===== config.mk =====
export PLATFORM = sky130hd
export DESIGN_NAME = read_pointer_ctrl
export DESIGN_NICKNAME = d
export VERILOG_FILES = /design/src/rtl/async_fifo_pkg.sv /design/src/rtl/ptr_sync.sv /design/src/rtl/read_pointer_ctrl.sv
export SDC_FILE = /design/constraint.sdc
export NUM_CORES = 1
export LEC_CHECK = 0
export BUFFER_PORTS_ARGS = -buffer_cell sky130_fd_sc_hd__buf_2
export CAP_MARGIN = 15
export CORE_MARGIN = 5
export CORE_UTILIZATION = 47
export DETAILED_ROUTE_END_ITERATION = 8
export PLACE_DENSITY = 0.8
export SLEW_MARGIN = 20
export SYNTH_ARGS = -nofsm -noshare
export SYNTH_HDL_FRONTEND = slang
export SYNTH_SLANG_ARGS = --single-unit

===== constraint.sdc =====
create_clock -name clk -period 2.55 [get_ports clk]
set_clock_uncertainty 0.05 [all_clocks]
set_input_delay 0.1275 -clock clk [delete_from_list [all_inputs] [get_ports clk]]
set_output_delay 0.1275 -clock clk [all_outputs]
set_load 0.03 [all_outputs]

===== src/rtl/async_fifo_pkg.sv =====
// Shared async FIFO definitions: pointer width helper and Gray/binary
// conversions used by both the read-side and write-side pointer blocks.
package async_fifo_pkg;

  // Default memory address width; pointers carry one extra wrap bit.
  localparam int unsigned ADDR_WIDTH_DFLT = 4;

  // Width of the conversion helpers. Narrower pointers are zero-extended
  // on the way in and truncated on the way out. Leading zeros do not change
  // the low-order Gray/binary bits, so truncating the result is exact.
  localparam int unsigned GRAY_FN_W = 32;
  typedef logic [GRAY_FN_W-1:0] gray_word_t;

  // Pointer width for a given memory address width.
  function automatic int unsigned ptr_width(input int unsigned addr_width);
    return addr_width + 1;
  endfunction

  localparam int unsigned PTR_WIDTH_DFLT = ptr_width(ADDR_WIDTH_DFLT);

  // Binary to reflected Gray code.
  function automatic gray_word_t bin2gray(input gray_word_t b);
    return b ^ (b >> 1);
  endfunction

  // Gray to binary: prefix XOR from the MSB down, in log2(width) steps.
  function automatic gray_word_t gray2bin(input gray_word_t g);
    gray_word_t b;
    b = g;
    for (int unsigned s = 1; s < GRAY_FN_W; s = s << 1) begin
      b = b ^ (b >> s);
    end
    return b;
  endfunction

endpackage


===== src/rtl/ptr_sync.sv =====
// Multi-flop synchroniser for a Gray-coded pointer crossing clock domains.
// The stages are a plain shift chain with no logic between them. The same
// block carries rd_ptr_gray into the write domain.
module ptr_sync #(
  parameter int unsigned WIDTH       = 5,
  parameter int unsigned SYNC_STAGES = 2
) (
  input  logic             clk,
  input  logic             reset,
  input  logic [WIDTH-1:0] d_i,
  output logic [WIDTH-1:0] q_o
);

  if (SYNC_STAGES < 2 || SYNC_STAGES > 4) begin : g_bad_stages
    $error("ptr_sync: SYNC_STAGES must be in 2..4");
  end

  // Stage 0 captures the asynchronous input; the last stage is the output.
  logic [SYNC_STAGES-1:0][WIDTH-1:0] stage_q;

  // Shift chain with synchronous clear of every stage.
  always_ff @(posedge clk) begin
    if (reset) begin
      stage_q <= '0;
    end else begin
      stage_q <= {stage_q[SYNC_STAGES-2:0], d_i};
    end
  end

  assign q_o = stage_q[SYNC_STAGES-1];

endmodule


===== src/rtl/read_pointer_ctrl.sv =====
// Read-side pointer and empty-flag controller for the async FIFO.
// Runs entirely in the read clock domain: synchronises the Gray write pointer,
// advances the read pointer on accepted reads, and registers empty, occupancy
// and a sticky underflow flag.
// Optional feature macro: RD_ALMOST_EMPTY_EN adds a registered almost_empty.
module read_pointer_ctrl
  import async_fifo_pkg::*;
#(
  parameter int unsigned ADDR_WIDTH          = ADDR_WIDTH_DFLT,
  parameter int unsigned SYNC_STAGES         = 2,
  parameter int unsigned ALMOST_EMPTY_THRESH = 2
) (
  input  logic                  clk,
  input  logic                  reset,
  input  logic                  read_en,
  input  logic [ADDR_WIDTH:0]   wr_ptr_gray,
  output logic [ADDR_WIDTH:0]   rd_ptr_gray,
  output logic [ADDR_WIDTH-1:0] rd_addr,
  output logic                  empty,
  output logic [ADDR_WIDTH:0]   rd_count,
  output logic                  read_valid,
`ifdef RD_ALMOST_EMPTY_EN
  output logic                  almost_empty,
`endif
  output logic                  underflow
);

  localparam int unsigned PTR_W = ptr_width(ADDR_WIDTH);

  if (ALMOST_EMPTY_THRESH > (1 << ADDR_WIDTH)) begin : g_bad_thresh
    $error("read_pointer_ctrl: ALMOST_EMPTY_THRESH exceeds FIFO depth");
  end

  // Write pointer as seen in the read domain, SYNC_STAGES edges late.
  logic [PTR_W-1:0] wq;
  logic [PTR_W-1:0] wq_bin;

  ptr_sync #(
    .WIDTH       (PTR_W),
    .SYNC_STAGES (SYNC_STAGES)
  ) u_wptr_sync (
    .clk   (clk),
    .reset (reset),
    .d_i   (wr_ptr_gray),
    .q_o   (wq)
  );

  // Registered state and its next-state values.
  logic [PTR_W-1:0] rd_bin_q,   rd_bin_d;
  logic [PTR_W-1:0] rd_gray_q,  rd_gray_d;
  logic [PTR_W-1:0] count_q,    count_d;
  logic             empty_q,    empty_d;
  logic             valid_q,    valid_d;
  logic             underflow_q, underflow_d;
  logic             rd_fire;

  // Next-state computation. Empty, count and the pointer all derive from the
  // same post-read pointer, so a read coinciding with a freshly synchronised
  // write pointer is resolved consistently and the last read drops straight
  // into empty with no bubble.
  always_comb begin
    rd_fire     = read_en & ~empty_q;
    rd_bin_d    = rd_bin_q + PTR_W'(rd_fire);
    rd_gray_d   = PTR_W'(bin2gray(gray_word_t'(rd_bin_d)));
    wq_bin      = PTR_W'(gray2bin(gray_word_t'(wq)));
    // Full-width compare including the wrap bit: equal pointers mean empty.
    empty_d     = (rd_gray_d == wq);
    count_d     = wq_bin - rd_bin_d;
    valid_d     = rd_fire;
    underflow_d = underflow_q | (read_en & empty_q);
  end

  // Pointer, flag and occupancy registers with synchronous reset.
  always_ff @(posedge clk) begin
    if (reset) begin
      rd_bin_q    <= '0;
      rd_gray_q   <= '0;
      count_q     <= '0;
      empty_q     <= 1'b1;
      valid_q     <= 1'b0;
      underflow_q <= 1'b0;
    end else begin
      rd_bin_q    <= rd_bin_d;
      rd_gray_q   <= rd_gray_d;
      count_q     <= count_d;
      empty_q     <= empty_d;
      valid_q     <= valid_d;
      underflow_q <= underflow_d;
    end
  end

`ifdef RD_ALMOST_EMPTY_EN
  logic almost_empty_q, almost_empty_d;

  // Almost-empty tracks the same next-state occupancy as rd_count.
  always_comb begin
    almost_empty_d = (count_d <= PTR_W'(ALMOST_EMPTY_THRESH));
  end

  // Almost-empty register; an emptied FIFO is trivially almost empty.
  always_ff @(posedge clk) begin
    if (reset) begin
      almost_empty_q <= 1'b1;
    end else begin
      almost_empty_q <= almost_empty_d;
    end
  end

  assign almost_empty = almost_empty_q;
`endif

  assign rd_ptr_gray = rd_gray_q;
  assign rd_addr     = rd_bin_q[ADDR_WIDTH-1:0];
  assign empty       = empty_q;
  assign rd_count    = count_q;
  assign read_valid  = valid_q;
  assign underflow   = underflow_q;

endmodule


==> results.tsv <==
metric	value	unit
switching_share	29.7	%
synth_seq_cells	27	
grt_pass1_vias	908	
post-place-ws	0.0582	ns
crit_arrival	2.58	ns
slew_violations	0	
yosysWarnings	0	
routed-wl-met2	1210	um
die_h	60.5	um
min_path_cells	3	
die_x	60.5	um
clkTransAtPathRegs	0.14	ns
cts-root-buf	clkbuf_4	
htreeDepth	1	
clock.fmax	419	MHz
setup_tns	0	ns
min_path_type	input port to register	
crit_chain	nor2b_1 -> ha_1 -> ha_1 -> xnor2_1 -> ha_1 -> a21oi_2 -> maj3_1 -> mux2i_1	
stdcell_count	177	
wirelength_met1	848	um
path_max_fanout	6	
grt_antenna_before_repair	0	
cts_tree	built	
synth_area_per_cell	10.3	um2
diodes	0	
slowest_delay	0.45	ns
worstHoldStart	read_en	
syn_nets	130	
die_area	3660	um2
status	finished, final reports clean	
post-route-drc-count	0	
peakVddDrop	0.365	mV
yosysSeqAreaShare	45.0	%
crit_slowest_cell	xnor2_1	
viasPerCell	4.99	
p_per_area	590	nW/um2
area_delta_synth_final	21.7	%
layout_setup_ws	0.161	ns
clkSinkCount	27	
dp.cells	167	
wl	2220	um
crit_path_frequent_cell	ha_1	
finalWeightedCongestion	0.853	
worst_ep_required_time	2.74	ns
grt_max_degree	27	
holdPathEnd	read_valid	
grt_pass1_wl	3800	um
start_util	48.9	%
grt-ovfl-total	0	
synth_cell_type_count	31	
regArea	542	um2
fillers	202	
met3_length	109	um
multiInputGateArea	644	um2
finalHoldViolations	0	
p_leak	0.659	nW
combPwrFrac	24.5	%
num_rows	18	
cts_buffer_depth	2	
grt_util_all_layers	13.7	%
synthCells	116	
port_buffers	24	
syn_area	1200	um2
clkPwrFrac	21.5	%
path_class	register to register	
p_switching	0.256	mW
ant_nets	0	
cts_made_buffers	3	
drv_cap	0	
min_period	2.39	ns
startpoint	empty	
dr.pass1.iters	4	
slew-limit-headroom	68.3	%
initialDrtViolationCount	15	
rr_startpoint	empty	
reg2reg_slack	0.16	ns
clock_latency	0.33	ns
io_pins	25	
wl_per_cell	12.5	um
core	2450	um2
dr.max_layer_used	met4	
tightest_slew	0.472	ns
crit_path_start_kind	register	
reg2reg_depth	8	
post_route_cells_drive_above_1_share	25.9	%
end_kind	register	
vias	883	
power_frac_seq	53.9	%
p_int	0.606	mW
setup_viol	0	
final_util	59.5	%
reg2reg_to	rd_count[4]	
nets	162	
fin_crit_sh	93.7	%
cell families after synthesis:
family / after synthesis / synth area share [%]
AOI/OAI and AO/OA: 13 / 7.40
xor gates and xnor gates: 19 / 17.3
adders and majority gates: 7 / 7.72
buffers and inverters: 9 / 3.02
DFF: 27 / 45.0
muxes: 1 / 0.834
and+or+nand+nor: 40 / 18.7
sequential cells by signal, indices dropped and copies added (netlist names):
name,count
rd_bin_q,5
rd_count,5
u_wptr_sync.q_o,5
u_wptr_sync.stage_q,5
rd_ptr_gray,4
empty,1
read_valid,1
underflow,1
cell usage in the layout, fill, tap and decap left out, types with 2 or more instances in the layout:
cell type and n:
or2_2 2, a21oi_1 3, nor2b_1 14, nand2_1 2, a21boi_0 2, nand2b_1 2, nor2_1 11, xnor2_2 2
ha_1 5, xnor2_1 10, nand3_1 2, xnor3_1 3, o21ai_0 2, clkbuf_4 3, inv_1 4, buf_4 2
buf_2 24, dfxtp_1 26, and3_1 2, dlygate4sd3_1 6, xor2_1 4
worst max-delay path by stage:
| stage | slack, ns | cells after the start | endpoint |
|---|---|---|---|
| after CTS | 0.02 | 10 | rd_count[4] |
| after global routing | -0.02 | 10 | rd_count[4] |
| final | 0.16 | 8 | rd_count[4] |
| after detailed placement | 0.06 | 10 | rd_count[4] |
| after floorplan | 0.02 | 10 | rd_count[4] |
| after global placement | 0.17 | 10 | rd_count[4] |
worst max-delay path: cells and delay by family, from the launching register on:
family / cells / cell delay [ns]
muxes: 1 / 0.13
AOI/OAI and AO/OA: 1 / 0.07
and+or+nand+nor: 1 / 0.06
adders and majority gates: 4 / 1.16
DFF: 1 / 0.37
xor gates and xnor gates: 1 / 0.45
cells in the mapped netlist, drive strengths merged:
master,instances,area share [%]
a21oi,4,1.7
xnor2,12,8.8
nor3,1,0.83
and3,2,1.0
o21a,1,0.63
fa,1,1.7
clkbuf,3,0.94
a211oi,1,0.63
nor3b,1,0.63
ha,5,5.2
maj3,1,0.83
xor2,4,2.9
mux2i,1,0.83
and4b,1,0.83
buf,2,0.83
o21ai,2,0.83
nor2b,14,7.3
nand3,2,0.83
nand2b,2,1.0
o211ai,1,0.63
inv,4,1.3
or3,1,0.52
dfxtp,27,45
nor2,11,3.4
or2,2,1.0
nand2,2,0.63
o31ai,1,1.0
a21boi,2,1.3
xnor3,3,5.6
a2bb2oi,1,0.73
and2,1,0.52
cell type report:
type / instances / share of cell area (%)
inverter: 4 / 1.03
tap: 30 / 2.57
multi-input combinational: 80 / 44.1
sequential: 27 / 37.1
timing repair buffer: 32 / 13.4
clock buffer: 4 / 1.80
per-stage QoR:
| step | power, mW | cell area (um2) | hold WS (ns) |
|---|---|---|---|
| floorplan | 0.619 | 1200 | 0.149 |
| global placement | 0.667 | 1350 | 0.285 |
| detailed placement | 0.675 | 1350 | 0.291 |
| CTS | 0.869 | 1440 | 0.120 |
| global route | 0.917 | 1460 | 0.166 |
| finish | 0.862 | 1460 | 0.136 |
power groups by stage:
stage               Sequential [mW]  Combinational (mW)  Clock (mW)
floorplan                     0.521              0.0979           0
global placement              0.472               0.195           0
detailed placement            0.474               0.200           0
CTS                           0.465               0.208       0.196
global route                  0.470               0.235       0.213
finish                        0.465               0.211       0.186
per-layer routing:
metal | global-route usage (%) | up-vias
met5 | 0 | -
met2 | 26.1 | 19
li1 | - | 439
met3 | 2.55 | 5
met4 | 7.12 | 0
met1 | 14.1 | 420
timing repair:
action,in CTS,in global routing
hold buffers,6,0
buffers inserted,0,0
endpoints found under the hold margin,6,0
resized for setup,0,5
endpoints found under the setup margin,0,1
Power figures use the tool's default switching activity.
